### config.mk
export PLATFORM = sky130hd
export DESIGN_NAME = usb_tx
export DESIGN_NICKNAME = d
export VERILOG_FILES = /design/src/rtl/usb_tx.sv
export SDC_FILE = /design/constraint.sdc
export NUM_CORES = 1
export LEC_CHECK = 0
export CORE_MARGIN = 2
export CORE_UTILIZATION = 50
export DETAILED_ROUTE_END_ITERATION = 7
export PLACE_DENSITY = 0.69
export SLEW_MARGIN = 5
export SYNTH_ARGS = -nofsm -noshare
export SYNTH_HDL_FRONTEND = slang
export SYNTH_SLANG_ARGS = --single-unit
### constraint.sdc
create_clock -name clock -period 3.8 [get_ports clock]
set_clock_uncertainty 0.2 [all_clocks]
set_input_delay 0.38 -clock clock [delete_from_list [all_inputs] [get_ports clock]]
set_output_delay 0.38 -clock clock [all_outputs]
set_load 0.01 [all_outputs]
### src/rtl/usb_tx.sv
// FT2232H 245-mode transmit engine: byte FIFO drained onto the chip bus
// with a WR# strobe, paced by a synchronized TXE# flag.
`timescale 1ns/1ps
module usb_tx #(
  parameter int DEPTH           = 16,
  parameter int SETUP_CYCLES    = 1,
  parameter int PULSE_CYCLES    = 2,
  parameter int HOLD_CYCLES     = 1,
  parameter int RECOVERY_CYCLES = 3
) (
  input  logic                     clock,
  input  logic                     reset,
  input  logic [7:0]               in_data,
  input  logic                     in_valid,
  output logic                     in_ready,
  input  logic                     txe,
  output logic                     wr,
  output logic [7:0]               tx_data,
  output logic                     tx_oe,
  output logic [$clog2(DEPTH):0]   count,
  output logic                     busy
);

  localparam int AW  = $clog2(DEPTH);
  localparam int CW  = AW + 1;
  localparam int M1  = (SETUP_CYCLES > PULSE_CYCLES) ?
                       SETUP_CYCLES : PULSE_CYCLES;
  localparam int M2  = (HOLD_CYCLES > RECOVERY_CYCLES) ?
                       HOLD_CYCLES : RECOVERY_CYCLES;
  localparam int MX  = (M1 > M2) ? M1 : M2;
  localparam int TW  = (MX > 1) ? $clog2(MX) : 1;

  localparam logic [2:0] IDLE    = 3'd0;
  localparam logic [2:0] SETUP   = 3'd1;
  localparam logic [2:0] STROBE  = 3'd2;
  localparam logic [2:0] HOLD    = 3'd3;
  localparam logic [2:0] RECOVER = 3'd4;

  logic [2:0]    state_q, state_d;
  logic [TW-1:0] timer_q, timer_d;
  logic          wr_q, wr_d;
  logic          tx_oe_q, tx_oe_d;
  logic [7:0]    tx_data_q, tx_data_d;
  logic          txe_m_q, txe_s_q;
  logic [AW-1:0] wptr_q, wptr_d;
  logic [AW-1:0] rptr_q, rptr_d;
  logic [CW-1:0] count_q, count_d;
  logic          in_ready_q, in_ready_d;
  logic [7:0]    mem_q [DEPTH];
  logic [7:0]    mem_d [DEPTH];
  logic          push, pop;

  assign in_ready = in_ready_q;
  assign wr       = wr_q;
  assign tx_oe    = tx_oe_q;
  assign tx_data  = tx_data_q;
  assign count    = count_q;
  assign busy     = (state_q != IDLE);

  always_comb begin
    state_d   = state_q;
    timer_d   = timer_q;
    wr_d      = wr_q;
    tx_oe_d   = tx_oe_q;
    tx_data_d = tx_data_q;
    pop       = 1'b0;
    push      = in_valid && in_ready_q;
    unique case (state_q)
      IDLE: begin
        wr_d    = 1'b1;
        tx_oe_d = 1'b0;
        if (count_q != '0 && !txe_s_q) begin
          pop       = 1'b1;
          tx_data_d = mem_q[rptr_q];
          tx_oe_d   = 1'b1;
          state_d   = SETUP;
          timer_d   = TW'(SETUP_CYCLES - 1);
        end
      end
      SETUP: begin
        if (timer_q == '0) begin
          state_d = STROBE;
          wr_d    = 1'b0;
          timer_d = TW'(PULSE_CYCLES - 1);
        end else begin
          timer_d = timer_q - TW'(1);
        end
      end
      STROBE: begin
        if (timer_q == '0) begin
          state_d = HOLD;
          wr_d    = 1'b1;
          timer_d = TW'(HOLD_CYCLES - 1);
        end else begin
          timer_d = timer_q - TW'(1);
        end
      end
      HOLD: begin
        if (timer_q == '0) begin
          state_d = RECOVER;
          tx_oe_d = 1'b0;
          timer_d = TW'(RECOVERY_CYCLES - 1);
        end else begin
          timer_d = timer_q - TW'(1);
        end
      end
      RECOVER: begin
        if (timer_q == '0) begin
          state_d = IDLE;
        end else begin
          timer_d = timer_q - TW'(1);
        end
      end
      default: begin
        state_d = IDLE;
        wr_d    = 1'b1;
        tx_oe_d = 1'b0;
      end
    endcase

    wptr_d = push ? wptr_q + AW'(1) : wptr_q;
    rptr_d = pop  ? rptr_q + AW'(1) : rptr_q;
    mem_d  = mem_q;
    if (push) mem_d[wptr_q] = in_data;

    count_d = count_q;
    case ({push, pop})
      2'b10:   count_d = count_q + CW'(1);
      2'b01:   count_d = count_q - CW'(1);
      default: count_d = count_q;
    endcase
    // registered full flag keeps in_ready low through reset
    in_ready_d = (count_d != CW'(DEPTH));
  end

  always_ff @(posedge clock or posedge reset) begin
    if (reset) begin
      state_q    <= IDLE;
      timer_q    <= '0;
      wr_q       <= 1'b1;
      tx_oe_q    <= 1'b0;
      tx_data_q  <= 8'h00;
      txe_m_q    <= 1'b1;
      txe_s_q    <= 1'b1;
      wptr_q     <= '0;
      rptr_q     <= '0;
      count_q    <= '0;
      in_ready_q <= 1'b0;
    end else begin
      state_q    <= state_d;
      timer_q    <= timer_d;
      wr_q       <= wr_d;
      tx_oe_q    <= tx_oe_d;
      tx_data_q  <= tx_data_d;
      txe_m_q    <= txe;
      txe_s_q    <= txe_m_q;
      wptr_q     <= wptr_d;
      rptr_q     <= rptr_d;
      count_q    <= count_d;
      in_ready_q <= in_ready_d;
    end
  end

  always_ff @(posedge clock) begin
    mem_q <= mem_d;
  end

endmodule

; Yosys cells after proc, flatten, opt, wreduce, memory -nomap -nowiden
; Index checks and enable logic that the tools add are counted.
[totals]
mem_count = 0
ff_bits = 159
out_inout_bits = 17
word_cells = 93
ramBits = 0
latchBits = 0
romBits = 0
[classes]
n_addsub = 5
div = 0
n_shift = 0
n_eq_ne = 13
n_bitwise = 4
n_mul = 0
reduce_logical = 16
n_lt_le_gt_ge = 3
mux = 25
[op_table]
columns = op, n
row1 = bitwise mux 128 bit, 1
row2 = binary-select mux 8 bit (select 4 bit), 1
row3 = demux 8 bit (select 4 bit), 1
row4 = 2-to-1 mux 8 bit, 3
row5 = 2-to-1 mux 3 bit, 5
row6 = one-hot mux 3 bit (5 select lines), 1
row7 = != test 2 bit (second input constant), 6
row8 = >= comparator 5 bit (second input constant), 2
row9 = 2-to-1 mux 2 bit, 5
row10 = NOT 4 -> 5 bit, 2
row11 = one-hot mux 2 bit (5 select lines), 1
row12 = one-hot mux 5 bit (2 select lines), 1
row13 = nonzero test 5 bit, 2
row14 = adder 4 x 1 -> 4 bit (second input constant), 2
row15 = equality test 3 x 2 -> 1 bit (second input constant), 2
row16 = one-hot mux 1 bit (3 select lines), 2
row17 = AND reduction 3 bit, 2
row18 = adder 5 x 1 -> 5 bit (second input constant), 1
row19 = < comparator 5 x 1 -> 1 bit (second input constant), 1
row20 = != test 5 bit (second input constant), 1
row21 = AND reduction 5 bit, 1
row22 = subtractor 5 x 1 -> 5 bit (second input constant), 1
row23 = 2-to-1 mux 1 bit, 4
row24 = AND reduction 2 bit, 2
row25 = 13 further kinds, 16

; Depth between registers and ports, before layout
; Gate-level depths: netlist of the first run.
[depth]
ltp_word = 7
ltp_mapped = 12
ltp_nobuf = 10

; Least setup slack after synthesis of the first run
; OpenSTA, ideal clock, no wires.
[synth_path]
path_type = register -> register
start = register count_q[1], in the netlist count[1]
end = register in_ready_q, in the netlist in_ready
slack_ps = 998
arrival_ps = 2469
n_path_buf = 3
path_stages_with_launch = 13
period_less_slack_ps = 2802
setup_time_ps = 133
cell_sequence = dfrtp_1 -> buf_2 -> nor3_1 -> a21o_1 -> or2_1 -> buf_2 -> inv_2 -> ha_1 -> clkbuf_1 -> nor3b_1 -> mux2i_1 -> xnor2_2 -> nand4bb_1
[synth_via]
elab_chain_len = 7
word_cells_on_any_way = 10
[synth_rtl]
columns = item, line_no
row1 = from (decl), 47  ; logic [CW-1:0] count_q, count_d;
row2 = from (signal assigned), 159  ; count_q <= count_d;
row3 = nonzero test 5 bit, 72  ; if (count_q != '0 && !txe_s_q) begin
row4 = logical AND 1 bit, 72
row5 = 2-to-1 mux 1 bit, 72
row6 = 2-to-1 mux 1 bit, 68  ; unique case (state_q)
row7 = equality test 2 x 1 -> 1 bit or equality test 2 bit (tied branches), 127  ; case ({push, pop})
row8 = one-hot mux 5 bit (2 select lines) (*), 127
row9 = via count_d[3], 47
row10 = != test 5 bit (*), 133  ; in_ready_d = (count_d != CW'(DEPTH));
row11 = via in_ready_d, 48  ; logic in_ready_q, in_ready_d;
row12 = to (signal assigned), 160  ; in_ready_q <= in_ready_d;
row13 = to (decl), 48
; The timed path passes the listed nets; every way through them passes the cells marked *.
; A chain may end at the register's enable or synchronous reset.

; Final worst setup path of the first run
; Ends and elaborated chain as after synthesis.

==> results.py, run 1 <==
metrics = {
    "worst_hold_path": {
        "hold_class": "register to register",
    },
    "sta": {
        "setup-violations-final": 0,
        "fmax_ghz": 0.334,
        "maxSlewViolCount": 0,
        "max_slew_margin_pct": 38.7,
        "layout_min_cycle_time_ns": 3.00,
        "timing_hold_violations_final": 0,
        "final.setup.tns_ns": 0,
        "rsz0062_at_grt": "no",
        "worst_pin_slew_ns": 0.916,
        "period_share_pct": 78.9,
    },
    "synthesis": {
        "syn-num-nets": 392,
        "postSynthCellCount": 370,
        "ys_seq_area_share_pct": 71.0,
        "netlist.area_leader.share_pct": 59.1,
        "ys_types": 46,
        "yosysTopAreaCell": "edfxtp_1",
        "synth_seq_cells": 159,
        "yosysWarnings": 0,
        "synth_area_um2": 6510,
        "synth_area_leaders": "edfxtp_1 59%, mux4_2 11%, dfrtp_1 11%, ha_1 1.9%, nor2_1 1.3%",
        "syn_area_per_cell_um2": 17.6,
    },
    "cells_and_area": {
        "final_cell_mix": "128 x edfxtp_1, 32 x mux4_2, 28 x clkdlybuf4s50_1, 27 x dfrtp_1, 22 x nor2_1",
        "area_delta_synth_final_pct": 16.5,
        "fin_nets": 431,
        "final_util_pct": 59.8,
        "diodes": 0,
        "stdcell_area_um2": 7580,
        "drive_gt1_share_pct": 20.6,
        "instances_no_fill": 594,
        "layout_commonest_cell": "edfxtp_1",
    },
    "floorplanning": {
        "core_area_um2": 12700,
        "pin_count": 29,
        "rows": 41,
        "die_y_um": 118,
        "die_x_um": 118,
        "start_util_pct": 51.4,
        "dieArea_um2": 13900,
    },
    "cts": {
        "clk_latency_ns": 0.42,
        "clock-sinks": 159,
        "cts_root_buf": "clkbuf_16",
        "clkTransAtPathRegs_ns": 0.06,
        "htreeDepth": 4,
        "postCtsSetupBuffers": 0,
        "cts_tree": "yes",
        "cts_inserted_buffers": 17,
        "hold_buffers": 0,
        "cts_buffer_depth": 2,
        "cts.repair.resized": 0,
    },
    "drt": {
        "viasPerCell": 5.63,
        "dr.pass1.iters": 5,
        "wl_per_cell_um": 20.3,
        "ant_nets": 0,
        "routed_wl_mm": 12.1,
        "vias": 3344,
        "drt_iter0_markers": 316,
        "drc_errors": 0,
    },
    "pwr": {
        "p_int_w": 0.00411,
        "seq_power_share_pct": 41.8,
        "clkPwrFrac_pct": 28.8,
        "leakage_nw": 2.60,
        "ir_drop_mv": 0.386,
        "power_density_nw_per_um2": 781,
        "switching_share_pct": 30.5,
        "combinationalPowerShare_pct": 29.4,
        "switching_power_w": 0.00180,
    },
    "grt": {
        "grt_pass1_wl_mm": 19.5,
        "grt-ovfl-total": 0,
        "grt_max_degree": 20,
        "track_usage_pct": 18.9,
        "antenna_found_initial": 0,
        "grt_pass1_vias": 3476,
    },
    "setup_path": {
        "worstSetupPathType": "register to register",
        "worstPathCellList": "nor3_1, a21o_1, or2_1, buf_4, inv_2, ha_1, nor3b_1, mux2i_1, xnor2_2, nand4bb_1",
        "cp-start-kind": "register",
        "critPathSlowestCell": "dfrtp_1",
        "crit_fanout": 19,
        "slowest_delay_ns": 0.47,
        "crit_path_end_kind": "register",
        "crit_arrival_ns": 3.07,
        "critical_path_required_ns": 3.87,
    },
    "status": {
        "outcome": "complete, no violations",
    },
    "placement": {
        "placed_area_um2": 6990,
        "hpwl_mm": 7.70,
        "io_buffers": 28,
        "gp_congestion": 0.752,
        "placedCellCount": 562,
    },
    "job": {
        "max-cap-violations": 0,
    },
}
## routing by layer
metal	part of all wire [%]	up-vias	GRT usage, %
met5	0	-	0
met1	44	1693	25.6
li1	-	1523	-
met2	49	111	30.0
met4	1.4	0	7.08
met3	5.7	17	4.70
## cell usage after synthesis, drive strengths merged
cell,number
nor3,5
dfrtp,28
a21oi,8
a211oi,2
nand4,2
a221oi,9
nor3b,3
nand2b,4
inv,10
o22a,1
nor2b,3
nand4bb,1
o32ai,1
clkbuf,7
o21ai,13
a22oi,2
a21o,2
a22o,8
mux2i,3
xor2,1
mux2,3
or2,1
or3,3
nor2,22
o21bai,1
dfstp,3
nand3b,1
ha,10
nand3,1
mux4,32
a31oi,3
o22ai,1
edfxtp,128
xnor2,11
buf,15
and2,2
nand2,20
## power by group through the flow
stage          Clock [W]  Sequential, W  Combinational, W
6_report         0.00170        0.00248           0.00174
5_1_grt          0.00180        0.00252           0.00190
4_1_cts          0.00173        0.00248           0.00176
3_5_place_dp           0        0.00251           0.00176
3_3_place_gp           0        0.00249           0.00172
2_1_floorplan          0        0.00237           0.00135
## critical path, delay by kind of cell (launching register included)
kind	cells	cell delay (ns)
buffers and inverters	2	0.29
AO/OA/AOI/OAI	1	0.22
flip-flops	1	0.47
XOR/XNOR	1	0.16
adder cells (fa/ha/maj)	1	0.40
AND/OR/NAND/NOR	4	0.99
multiplexers	1	0.13
## logic make-up (layout without fill, tap and decap cells)
| kind of cell | after synthesis | count (layout) | synth area share, % |
|---|---|---|---|
| flops | 159 | 159 | 71.0 |
| buf+inv | 32 | 84 | 2.44 |
| compound gates | 51 | 51 | 5.56 |
| fa+ha+maj | 10 | 10 | 1.92 |
| simple gates | 68 | 68 | 5.04 |
| mux | 38 | 38 | 12.1 |
| xor+xnor | 12 | 12 | 1.96 |
## registers in the layout (all words and copies together) (netlist names)
| register | cells |
|---|---|
| txe_s_q | 1 |
| in_ready | 1 |
| wptr_q | 4 |
| mem_q | 128 |
| timer_q | 2 |
| count | 5 |
| txe_m_q | 1 |
| state_q | 3 |
| tx_data | 8 |
| tx_oe | 1 |
| rptr_q | 4 |
| wr | 1 |
## final cells by class
class                           count  area, um^2
Clock inverter                     12         158
Sequential cell                   159        4620
Timing Repair Buffer               42         385
Inverter                           10        37.5
Multi-Input combinational cell    179        1730
Tap cell                          172         215
Fill cell                         941        5090
Clock buffer                       20         437
## per-stage QoR
step                      total power, W  setup slack, ns  hold slack, ns
final                            0.00592            0.802           0.160
after global routing             0.00622            0.574           0.166
after CTS                        0.00597            0.798           0.161
after detailed placement         0.00427            0.817           0.155
after global placement           0.00420            0.955           0.146
after floorplan                  0.00371            0.998           0.145
## worst paths after layout
| path | end | slack (ns) | start | cells past startpoint |
|---|---|---|---|---|
| worst max-delay path | in_ready$_DFF_PP0_ | 0.80 | count[1]$_DFF_PP0_ | 10 |
| worst min-delay path | txe_s_q$_DFF_PP1_ | 0.16 | txe_m_q$_DFF_PP1_ | 0 |
| worst max register to register | in_ready$_DFF_PP0_ | 0.80 | count[1]$_DFF_PP0_ | 10 |
| worst min register to register | txe_s_q$_DFF_PP1_ | 0.16 | txe_m_q$_DFF_PP1_ | 0 |
| max in group asynchronous | wr$_DFFE_PP1P_ | 2.49 | reset | 3 |
| min in group asynchronous | in_ready$_DFF_PP0_ | 0.18 | reset | 2 |
Power figures use the tool's default switching activity.
==> run 2, diff against run 1 <==
==> constraint.sdc (replaced) <==
create_clock -name clock -period 3.1 [get_ports clock]
set_clock_uncertainty 0.2 [all_clocks]
set_input_delay 0.31 -clock clock [delete_from_list [all_inputs] [get_ports clock]]
set_output_delay 0.31 -clock clock [all_outputs]
set_load 0.01 [all_outputs]
==> run 2 against run 1 <==
Effect of this change: total power grew 22%; fmax is 7.4% higher; setup slack worse by 0.49 ns; cell area up 0.69%; sequential share of layout area is 0.42 points lower; die area unchanged.
==> results.py, run 2 (same netlist as run 1, synthesis figures left out) <==
metrics = {
    "cts": {
        "clk_latency_ns": 0.42,
        "hold_buffers": 0,
        "cts_root_buf": "clkbuf_16",
        "cts_tree": "yes",
        "postCtsSetupBuffers": 0,
        "clkTransAtPathRegs_ns": 0.06,
        "clock-sinks": 159,
        "cts.repair.resized": 0,
        "htreeDepth": 4,
        "cts_buffer_depth": 2,
        "cts_inserted_buffers": 17,
    },
    "pwr": {
        "seq_power_share_pct": 41.6,
        "p_total_w": 0.00721,
        "combinationalPowerShare_pct": 30.3,
        "power_density_nw_per_um2": 944,
        "leakage_nw": 2.65,
        "switching_power_w": 0.00223,
        "p_int_w": 0.00498,
        "clkPwrFrac_pct": 28.1,
        "ir_drop_mv": 0.464,
        "switching_share_pct": 30.9,
    },
    "setup_path": {
        "worstSetupPathType": "register to register",
        "crit_fanout": 9,
        "crit_arrival_ns": 2.88,
        "critical_path_required_ns": 3.19,
        "crit_path_end_kind": "register",
        "cp-start-kind": "register",
    },
    "floorplanning": {
        "die_x_um": 118,
        "dieArea_um2": 13900,
        "start_util_pct": 51.4,
        "die_y_um": 118,
        "pin_count": 29,
        "rows": 41,
        "core_area_um2": 12700,
    },
    "cells_and_area": {
        "drive_gt1_share_pct": 22.5,
        "instances_no_fill": 604,
        "stdcell_area_um2": 7640,
        "diodes": 0,
        "fin_nets": 441,
        "largest_reg_flops": 128,
        "final.fill_count": 926,
        "final_cell_mix": "128 x edfxtp_1, 32 x mux4_2, 28 x clkdlybuf4s50_1, 27 x dfrtp_1, 24 x buf_4",
        "area_delta_synth_final_pct": 17.3,
        "layout_commonest_cell": "edfxtp_1",
        "top_register": "mem_q",
    },
    "sta": {
        "fmax_ghz": 0.358,
        "hold_slack_ns": 0.101,
        "setup-violations-final": 0,
        "maxSlewViolCount": 0,
        "rsz0062_at_grt": "no",
        "timing_hold_violations_final": 0,
        "layout_min_cycle_time_ns": 2.79,
        "worst_pin_slew_ns": 0.751,
        "period_share_pct": 90.1,
        "max_slew_margin_pct": 49.8,
        "final.setup.tns_ns": 0,
    },
    "status": {
        "outcome": "complete, no violations",
    },
    "placement": {
        "gp_congestion": 0.813,
        "placed_area_um2": 7060,
        "io_buffers": 28,
        "placedCellCount": 572,
        "hpwl_mm": 7.67,
    },
    "worst_hold_path": {
        "hold_class": "input port to asynchronous set/reset pin",
    },
    "grt": {
        "antenna_found_initial": 0,
        "grt-ovfl-total": 0,
        "track_usage_pct": 19.4,
        "grt_pass1_wl_mm": 19.8,
        "grt_pass1_vias": 3541,
        "grt_max_degree": 36,
    },
    "drt": {
        "drt_iter0_markers": 305,
        "ant_nets": 0,
        "drc_errors": 0,
        "routed_wl_mm": 12.4,
        "vias": 3403,
        "viasPerCell": 5.63,
        "wl_per_cell_um": 20.5,
        "dr.pass1.iters": 5,
    },
    "job": {
        "max-cap-violations": 0,
    },
}
run 2: power groups by stage:
stage	clock network [W]	registers [W]	logic, W
after floorplan	0	0.00290	0.00165
after detailed placement	0	0.00304	0.00220
after global routing	0.00214	0.00305	0.00239
after CTS	0.00206	0.00300	0.00221
after global placement	0	0.00300	0.00216
final	0.00202	0.00300	0.00219
run 2: critical path, stage by stage (launching register included):
cell,delay [ns]
dfrtp_1,0.48
nor3_1,0.43
a21o_1,0.22
or2_1,0.14
inv_2,0.06
ha_1,0.38
nor3b_1,0.26
mux2i_1,0.15
xnor2_2,0.16
nand4bb_1,0.19
run 2: layer usage:
| metal | share of wire (%) | wire [um] | global-route usage [%] | up-vias |
|---|---|---|---|---|
| met1 | 42 | 5160 | 25.3 | 1729 |
| met4 | 1.7 | 208 | 6.48 | 0 |
| met5 | 0 | 0 | 0 | - |
| met3 | 6.3 | 778 | 5.14 | 14 |
| li1 | - | - | - | 1542 |
| met2 | 50 | 6230 | 31.8 | 118 |
run 2: final timing paths:
path	depth (start not counted)	start	slack (ns)	endpoint
worst min register to register	0	txe_m_q$_DFF_PP1_	0.16	txe_s_q$_DFF_PP1_
worst max register to register	9	count[1]$_DFF_PP0_	0.31	in_ready$_DFF_PP0_
worst min-delay path	2	reset	0.10	in_ready$_DFF_PP0_
worst max-delay path	9	count[1]$_DFF_PP0_	0.31	in_ready$_DFF_PP0_
min in group clock	1	txe	0.10	txe_m_q$_DFF_PP1_
max in group asynchronous	3	reset	1.88	wr$_DFFE_PP1P_
run 2: area by class of cell:
cell class              count  area (um^2)  share of cell area, %
clock buffers              20          437                   5.72
clock inverters            12          135                   1.77
inverters                  10         37.5                  0.492
multi-input cells         179         1730                   22.6
flip-flops and latches    159         4620                   60.6
well taps                 172          215                   2.82
repair buffers             52          460                   6.03
run 2: stage by stage:
step | worst slack (ns) | util [%]
after floorplan | 0.298 | -
after global placement | 0.437 | 55.8
after detailed placement | 0.323 | 55.8
after CTS | 0.306 | 60.3
after global routing | 0.152 | 60.3
final | 0.308 | 60.3
